### src/rtl/mux_rr_arbiter.sv
// Two-source round-robin arbiter feeding a 2:1 mux select, with a one-entry
// registered output stage and saturating per-source grant counters.
module mux_rr_arbiter #(
   parameter int unsigned DATA_W = 2,
   parameter int unsigned CNT_W  = 8
) (
   input  logic              clk,
   input  logic              reset,
   input  logic [DATA_W-1:0] a_data,
   input  logic              a_valid,
   output logic              a_ready,
   input  logic [DATA_W-1:0] b_data,
   input  logic              b_valid,
   output logic              b_ready,
   output logic              sel,
   output logic [DATA_W-1:0] out_data,
   output logic              out_valid,
   input  logic              out_ready,
   output logic              out_src,
   output logic [CNT_W-1:0]  grant_cnt_a,
   output logic [CNT_W-1:0]  grant_cnt_b
);

   typedef enum logic {
      EMPTY = 1'b0,
      FULL  = 1'b1
   } state_t;

   localparam logic [CNT_W-1:0] CNT_MAX = '1;

   state_t state;
   logic   last;      // 1 = B won the most recent accept
   logic   load_en;
   logic   grant_a;
   logic   grant_b;
   logic   accept;

   // Output stage can take a word when empty or draining this cycle
   assign load_en   = (state == EMPTY) || out_ready;
   assign out_valid = (state == FULL);

   // Round-robin grant: on contention the source that did not win last goes
   always_comb begin
      grant_a = 1'b0;
      grant_b = 1'b0;
      if (load_en) begin
         if (a_valid && b_valid) begin
            grant_a = last;
            grant_b = !last;
         end else begin
            grant_a = a_valid;
            grant_b = b_valid;
         end
      end
   end

   assign accept  = grant_a || grant_b;
   assign a_ready = grant_a;
   assign b_ready = grant_b;
   // With no grant the select parks on the last winner
   assign sel     = grant_b ? 1'b1 : (grant_a ? 1'b0 : last);

   // Output-stage FSM, data/source capture, last winner and grant counters
   always_ff @(posedge clk or posedge reset) begin
      if (reset) begin
         state       <= EMPTY;
         out_data    <= '0;
         out_src     <= 1'b0;
         last        <= 1'b1;
         grant_cnt_a <= '0;
         grant_cnt_b <= '0;
      end else begin
         case (state)
            EMPTY: if (accept) state <= FULL;
            FULL:  if (out_ready && !accept) state <= EMPTY;
            default: state <= EMPTY;
         endcase
         if (accept) begin
            out_data <= sel ? b_data : a_data;
            out_src  <= sel;
            last     <= sel;
         end
         if (grant_a && (grant_cnt_a != CNT_MAX))
            grant_cnt_a <= grant_cnt_a + CNT_W'(1);
         if (grant_b && (grant_cnt_b != CNT_MAX))
            grant_cnt_b <= grant_cnt_b + CNT_W'(1);
      end
   end

endmodule

### config.mk
export PLATFORM = sky130hd
export DESIGN_NAME = mux_rr_arbiter
export DESIGN_NICKNAME = d
export VERILOG_FILES = /design/src/rtl/mux_rr_arbiter.sv
export SDC_FILE = /design/constraint.sdc
export NUM_CORES = 1
export LEC_CHECK = 0
export ABC_AREA = 1
export ABC_CLOCK_PERIOD_IN_PS = 1500
export CAP_MARGIN = 20
export CORE_MARGIN = 2
export CORE_UTILIZATION = 48
export DETAILED_ROUTE_END_ITERATION = 10
export PLACE_DENSITY_LB_ADDON = 0.08
export SKIP_CTS_REPAIR_TIMING = 1
export SYNTH_ARGS = -nofsm -noshare
export SYNTH_HDL_FRONTEND = slang
export SYNTH_SLANG_ARGS = --single-unit
### constraint.sdc
create_clock -name clk -period 1.5 [get_ports clk]
set_input_delay 0.3 -clock clk [delete_from_list [all_inputs] [get_ports clk]]
set_output_delay 0.3 -clock clk [all_outputs]
set_load 0.02 [all_outputs]
==> results_dict.tcl, run 1 <==
set metrics [dict create \
    fin_skew_ns 0.01891 \
    ir_worst_vdd_uv 761.7 \
    reg2regPathDepth 9 \
    drc_errors 0 \
    vias_per_cell 4.793 \
    syn2layout_area_growth_pct 45.56 \
    tns_ns -0.2091 \
    final_common_cell "nand2_1" \
    period_share_pct 107.6 \
    grt.overflow.total 0 \
    wl_met2_mm 1.433 \
    grt_pass1_vias 1203 \
    nFillCells 183 \
    die_width_um 55.69 \
    worst_ep_required_time_ns 1.20 \
    syn_nets 179 \
    portBuffers 31 \
    num_io_pins 32 \
    netlist-cell-type-count 23 \
    place.gp.congestion 0.8000 \
    synth_edf_count 0 \
    avgSynthCellArea_um2 7.634 \
    cp-start-kind "input port" \
    die_h_um 55.69 \
    grt_max_degree 22 \
    wl_met1_mm 1.313 \
    vias 1203 \
    ant_nets 0 \
    drt_pre_antenna_iters 4 \
    path_max_fanout 4 \
    p_total_mw 2.149 \
    fin_crit_ns 1.614 \
    cts_buffers 3 \
    cts_tree "built" \
    final-setup-viol-count 3 \
    worstPathArrival_ns 1.31 \
    ys.flop_type "dfrtp_1" \
    drt-initial-drc-count 17 \
    cts.clk_slew.worst_paths_ns 0.14 \
    synthCells 168 \
    status "complete, but fails checks" \
    crit_type "input port to output pin" \
    drive_gt1_share_pct 22.17 \
    cts.path.max_buffers 2 \
    post-dp-hpwl_mm 2.136 \
    wl_mm 2.936 \
    cts_max_level 1 \
    wl_met3_um 126 \
    maxSlewHeadroom_pct 81.29 \
    grt_pass1_wl_mm 4.995 \
    timing.final.ws_setup_ns -0.1135 \
    start_util_pct 51.30 \
    total_leakage_power_nw 1.251 \
    core_mm2 0.002500 \
    violations "negative setup slack" \
    end_kind "output pin" \
    worstSkewPairLatency_ns 0.32 \
    dpl_worst_slack_ns -0.5855 \
    drv_cap 0 \
    async_flop_share_pct 100.0 \
    tightest_slew_ns 0.2807 \
    final_nets 233 \
    num_antenna_cells 0 \
    routed.top_layer "met4" \
    worstHoldPathType "input port to async pin" \
    reg2reg_slack_ns 0.12 \
    wire_per_inst_um 11.70 \
    die-area_mm2 0.003101 \
    cts_sinks 21 \
    ys_warn_count 0 \
    fmax_mhz 619.8 \
    final_hold_viol_count 0 \
    grt.total_usage_pct 20.00 \
    rsz0062_at_grt "true" \
    seq_area_frac_synth_pct 41.07 \
    netlist_area_mm2 0.001282 \
    antenna_found_initial 0 \
    synth-seq-cells 21 \
    cts-root-buf "clkbuf_4" \
    num_rows 18 \
    power_density_mw_per_mm2 1151 \
    slew_viol_final 0 \
    layout_common_cells "nand2_1 (74), dlymetal6s2s_1 (21), inv_1 (20), dfrtp_1 (20), buf_4 (17)" \
]
==> report_power, final <==
group	switching [mW]	internal, mW
clock	0.191	0.102
sequential	0.136	0.704
combinational	0.557	0.459
total	0.884	1.26
==> critical path, stage by stage <==
cell and delay, ns:
clkdlybuf4s50_1 0.55, nand2_4 0.10, nand2_1 0.13, nand2_1 0.08, buf_2 0.16
==> metal layers <==
metal  vias to the layer above  track usage (%)
met2                        32            31.29
met5                         -                0
met4                         0            8.711
met1                       540            27.00
li1                        623                -
met3                         8            3.721
==> registers in the layout (all words and copies together), names as in the netlist <==
signal / count
grant_cnt_a: 8
grant_cnt_b: 8
out_data: 2
last: 1
out_src: 1
out_valid: 1
==> logic make-up (layout without fill, tap and decap cells) <==
| family | count (synthesis) | in the layout | share of synthesized area, % |
|---|---|---|---|
| AOI/OAI and AO/OA | 5 | 5 | 2.829 |
| xor gates and xnor gates | 5 | 5 | 3.415 |
| adders and majority gates | 2 | 2 | 1.951 |
| buffers and inverters | 26 | 79 | 8.000 |
| DFF | 21 | 21 | 41.07 |
| and+or+nand+nor | 109 | 109 | 42.73 |
==> cell usage after synthesis (2+ instances only) <==
library cell | count | area [um2]
nand4_1 | 4 | 25.02
inv_1 | 21 | 78.83
nand2_1 | 76 | 285.3
xnor2_1 | 3 | 26.28
inv_2 | 3 | 11.26
nor2_4 | 2 | 22.52
xor2_1 | 2 | 17.52
nor2_2 | 4 | 25.02
nor2_8 | 2 | 40.04
o21ai_0 | 3 | 15.01
nand3_1 | 10 | 50.05
dfrtp_1 | 20 | 500.5
nand3b_1 | 3 | 22.52
nand2_4 | 4 | 45.04
inv_4 | 2 | 12.51
ha_1 | 2 | 25.02
==> final timing paths <==
| path | from | to |
|---|---|---|
| min in group clk | out_ready | out_valid |
| max in group asynchronous | reset | last |
| max reg2reg | grant_cnt_b[0] | grant_cnt_b[3] |
| min reg2reg | out_data[1] | out_data[1] |
| max | a_valid | sel |
| min | reset | grant_cnt_a[2] |
==> area by class of cell <==
| cell class | instances | area (um2) | share of cell area, % |
|---|---|---|---|
| Timing Repair Buffer | 49 | 499.2 | 26.74 |
| Clock inverter | 1 | 7.507 | 0.4021 |
| Inverter | 26 | 105.1 | 5.630 |
| Tap cell | 30 | 37.54 | 2.011 |
| Sequential cell | 21 | 526.8 | 28.22 |
| Clock buffer | 3 | 22.52 | 1.206 |
| Multi-Input combinational cell | 121 | 668.1 | 35.79 |
==> metrics by stage <==
step / cell area, um2 / utilization, % / hold slack, ns / instances
global route: 1867 / 74.67 / 0.3359 / 251
CTS: 1780 / 71.22 / 0.2985 / 249
floorplan: 1282 / - / 0.2758 / 168
global placement: 1750 / 70.02 / 0.4599 / 245
detailed placement: 1750 / 70.02 / 0.4643 / 245
finish: 1867 / 74.67 / 0.2959 / 251
(Power assumes the default switching activity.)
==> inputs of run 2 (changes only) <==
- SKIP_LAST_GASP: not set -> 1
==> results_dict.tcl, run 2 (synthesis gave the netlist of run 1 again) <==
set metrics [dict create \
    final_nets 233 \
    slowest_delay_ns 0.55 \
    worstHoldPathType "input port to async pin" \
    p_total_mw 2.146 \
    antenna_found_initial 0 \
    final_common_cell "nand2_1" \
    num_antenna_cells 0 \
    final_hold_viol_count 0 \
    ir_worst_vdd_uv 762.7 \
    path_max_fanout 4 \
    cts-root-buf "clkbuf_4" \
    num_io_pins 32 \
    worst_ep_required_time_ns 1.20 \
    status "complete, but fails checks" \
    largestRegisters "grant_cnt_a x8, grant_cnt_b x8, out_data x2" \
    num_rows 18 \
    fmax_mhz 619.8 \
    critPathMostFrequentCell "nand2_1" \
    maxSlewHeadroom_pct 81.14 \
    rsz0062_at_grt "true" \
    cts_buffers 3 \
    end_kind "output pin" \
    cp-start-kind "input port" \
    grt.total_usage_pct 20.00 \
    place.gp.congestion 0.8000 \
    dpl_worst_slack_ns -0.5855 \
    worstSkewPairLatency_ns 0.32 \
    worstPathArrival_ns 1.31 \
    core_mm2 0.002500 \
    ant_nets 0 \
    final-setup-viol-count 3 \
    post-dp-hpwl_mm 2.136 \
    die-area_mm2 0.003101 \
    drt_pre_antenna_iters 4 \
    cts.path.max_buffers 2 \
    drt-initial-drc-count 16 \
    grt_pass1_wl_mm 4.995 \
    drv_cap 0 \
    die_width_um 55.69 \
    portBuffers 31 \
    wire_per_inst_um 11.65 \
    violations "negative setup slack" \
    period_share_pct 107.6 \
    layout_common_cells "nand2_1 (74), dlymetal6s2s_1 (21), inv_1 (20), dfrtp_1 (20), buf_4 (18)" \
    die_h_um 55.69 \
    tightest_slew_ns 0.2829 \
    vias 1204 \
    grt_max_degree 22 \
    fin_skew_ns 0.01880 \
    cts_tree "built" \
    slew_viol_final 0 \
    cts.clk_slew.worst_paths_ns 0.14 \
    timing.final.ws_setup_ns -0.1133 \
    crit_type "input port to output pin" \
    total_leakage_power_nw 1.250 \
    grt_pass1_vias 1203 \
    cts_sinks 21 \
    crit_chain "clkdlybuf4s50_1, nand2_4, nand2_1, nand2_1, clkbuf_2" \
    start_util_pct 51.30 \
    worst_path_max_delay_cell "clkdlybuf4s50_1" \
    nFillCells 183 \
    cts_max_level 1 \
    drive_gt1_share_pct 22.17 \
    vias_per_cell 4.797 \
    grt.overflow.total 0 \
    drc_errors 0 \
    fin_crit_ns 1.613 \
    syn2layout_area_growth_pct 45.27 \
    power_density_mw_per_mm2 1152 \
    wl_mm 2.925 \
]
==> run 2: stage by stage <==
stage | setup TNS [ns] | instances | hold WS, ns | util, % | cell area (um2)
floorplan | 0 | 168 | 0.2758 | - | 1282
global placement | -3.310 | 245 | 0.4599 | 70.02 | 1750
detailed placement | -3.801 | 245 | 0.4643 | 70.02 | 1750
CTS | -4.661 | 249 | 0.2985 | 71.22 | 1780
global route | -0.4178 | 251 | 0.3359 | 74.52 | 1863
finish | -0.2318 | 251 | 0.2967 | 74.52 | 1863
==> run 2: area by class of cell <==
type / count / area, um2 / area share (%)
inverters: 26 / 105.1 / 5.641
clock buffers: 3 / 22.52 / 1.209
well taps: 30 / 37.54 / 2.015
flip-flops and latches: 21 / 526.8 / 28.27
repair buffers: 49 / 495.5 / 26.59
clock inverters: 1 / 7.507 / 0.4030
multi-input cells: 121 / 668.1 / 35.86
==> run 2: worst max-delay path: cells and delay by family <==
family | cells | cell delay (ns)
buffers and inverters | 2 | 0.71
and+or+nand+nor | 3 | 0.31
==> run 2: metal layers <==
| layer | share of wire, % | track usage (%) | vias up |
|---|---|---|---|
| li1 | - | - | 621 |
| met1 | 44 | 27.00 | 548 |
| met5 | 0 | 0 | - |
| met3 | 4.0 | 3.721 | 8 |
| met4 | 2.2 | 8.711 | 0 |
| met2 | 50 | 31.29 | 27 |
==> run 2: final timing paths <==
| kind | from | endpoint | slack, ns | cells past startpoint |
|---|---|---|---|---|
| max in group asynchronous | reset | last | 0.93 | 3 |
| max reg2reg | grant_cnt_b[0] | grant_cnt_b[3] | 0.12 | 9 |
| max | a_valid | sel | -0.11 | 5 |
| min | reset | grant_cnt_a[2] | 0.30 | 3 |
| min reg2reg | out_data[1] | out_data[1] | 0.49 | 2 |
| min in group clk | out_ready | out_valid | 0.34 | 4 |
==> run 2: power by group <==
group | internal (mW) | switching [mW]
clock network | 0.102 | 0.190
logic | 0.458 | 0.557
registers | 0.704 | 0.135
==> inputs of run 3 (changes only) <==
- PLACE_DENSITY_LB_ADDON: 0.08 -> 0.15
==> results_dict.tcl, run 3 (synthesis gave the netlist of run 1 again) <==
set metrics [dict create \
    grt.total_usage_pct 18.35 \
    final_nets 227 \
    tns_ns -0.1793 \
    tightest_slew_ns 0.3258 \
    internal-power_mw 1.230 \
    nFillCells 206 \
    switching_share_pct 40.99 \
    power_density_mw_per_mm2 1145 \
    core_mm2 0.002500 \
    final_hold_viol_count 0 \
    worst_ep_required_time_ns 1.20 \
    cts_sinks 21 \
    grt.overflow.total 0 \
    cts_max_level 1 \
    die-area_mm2 0.003101 \
    worst-path-buf-inv 3 \
    status "complete, but fails checks" \
    r2r_start "grant_cnt_b[0]" \
    cp-start-kind "input port" \
    drv_cap 0 \
    pwr-share-comb_pct 45.5 \
    vias_per_cell 4.808 \
    worstPathArrival_ns 1.36 \
    end_kind "output pin" \
    timing.rr.end "grant_cnt_b[6]" \
    p_total_mw 2.085 \
    drt_pre_antenna_iters 4 \
    drt-initial-drc-count 16 \
    final-setup-viol-count 2 \
    fmax_mhz 602.3 \
    grt_pass1_wl_mm 4.733 \
    fin_skew_ns 0.004447 \
    die_h_um 55.69 \
    seqPwrFrac_pct 40.9 \
    reg2regPathDepth 9 \
    grt_max_degree 16 \
    num_antenna_cells 0 \
    timing.final.ws_setup_ns -0.1604 \
    crit_type "input port to output pin" \
    worstSkewPairLatency_ns 0.31 \
    slowest_delay_ns 0.47 \
    crit_family "buffers and inverters" \
    worst_path_max_delay_cell "clkdlybuf4s50_1" \
    fin_crit_ns 1.660 \
    violations "negative setup slack" \
    cts_buffers 3 \
    num_rows 18 \
    cts.path.max_buffers 2 \
    wl_mm 2.756 \
    antenna_found_initial 0 \
    period_share_pct 110.7 \
    wire_per_inst_um 11.25 \
    path_max_fanout 4 \
    start_util_pct 51.30 \
    final_common_cell "nand2_1" \
    ant_nets 0 \
    die_width_um 55.69 \
    drc_errors 0 \
    largestRegisters "grant_cnt_a x8, grant_cnt_b x8, out_data x2" \
    maxSlewHeadroom_pct 78.25 \
    crit_chain "clkdlybuf4s50_1, inv_1, nand2_4, nand2_4, nand2_1, nand2_1, clkbuf_2" \
    place.gp.congestion 0.7696 \
    rsz0062_at_grt "true" \
    post-dp-hpwl_mm 2.060 \
    layout_common_cells "nand2_1 (74), inv_1 (21), dlymetal6s2s_1 (21)" \
    switching_power_mw 0.8544 \
    slew_viol_final 0 \
    portBuffers 31 \
    drive_gt1_share_pct 19.53 \
    ir_worst_vdd_uv 829.0 \
    num_io_pins 32 \
    worstHoldPathType "input port to async pin" \
    syn2layout_area_growth_pct 41.95 \
    cts.clk_slew.worst_paths_ns 0.12 \
    clkPwrFrac_pct 13.6 \
    grt_pass1_vias 1182 \
    cts-root-buf "clkbuf_4" \
    reg2reg_slack_ns 0.15 \
    cts_tree "built" \
    vias 1178 \
    total_leakage_power_nw 1.230 \
]
run 3: changes by cell type in the layout (fill, tap and decap cells not counted):
cell | previous run | this run
buf_12 | 0 | 1
buf_4 | 18 | 11
clkinv_2 | 0 | 1
clkinvlp_4 | 1 | 0
inv_1 | 20 | 21
inv_4 | 3 | 2
nor2_2 | 2 | 3
nor2_4 | 4 | 3
run 3: power by group through the flow:
stage	logic, mW	clock network [mW]	registers, mW
after global routing	1.03	0.312	0.877
after CTS	0.982	0.296	0.854
after detailed placement	0.976	0	0.863
after global placement	0.954	0	0.857
final	0.948	0.284	0.852
after floorplan	0.383	0	1.01
run 3: layer usage:
layer,share of wire (%),vias up,GRT usage [%]
met5,0,-,0
met4,0.76,0,6.969
met3,6.3,2,2.558
met2,48,36,32.82
met1,44,533,22.16
li1,-,607,-
run 3: worst max-delay path by stage:
stage,start,endpoint,slack (ns),depth (start not counted)
6_report,out_ready,sel,-0.16,7
5_1_grt,last,sel,-0.23,4
4_1_cts,out_ready,sel,-0.59,7
3_5_place_dp,out_ready,sel,-0.57,7
3_3_place_gp,out_ready,sel,-0.56,7
2_1_floorplan,grant_cnt_b[0],grant_cnt_b[6],0.16,8
run 3: final cells by class:
type                       count  area (um2)  area share, %
clock inverter                 1       5.005         0.2749
sequential                    21       526.8          28.93
multi-input combinational    121       663.1          36.43
tap                           30       37.54          2.062
clock buffer                   3       22.52          1.237
timing repair buffer          43       462.9          25.43
inverter                      26       102.6          5.636
run 3: through the flow:
stage / instance area, um2 / setup slack, ns / util, % / hold slack (ns) / cells
floorplan: 1282 / 0.1581 / - / 0.2758 / 168
global placement: 1733 / -0.5596 / 69.32 / 0.4654 / 241
detailed placement: 1733 / -0.5708 / 69.32 / 0.4750 / 241
CTS: 1760 / -0.5858 / 70.42 / 0.2540 / 245
global route: 1821 / -0.2316 / 72.82 / 0.2627 / 245
finish: 1821 / -0.1604 / 72.82 / 0.2397 / 245
run 3: worst reg2reg max path: cells and delay by family (launching register included):
| kind | cells | cell delay (ns) |
|---|---|---|
| adder cells (fa/ha/maj) | 1 | 0.23 |
| buffers and inverters | 2 | 0.20 |
| flip-flops | 1 | 0.44 |
| AND/OR/NAND/NOR | 6 | 0.38 |
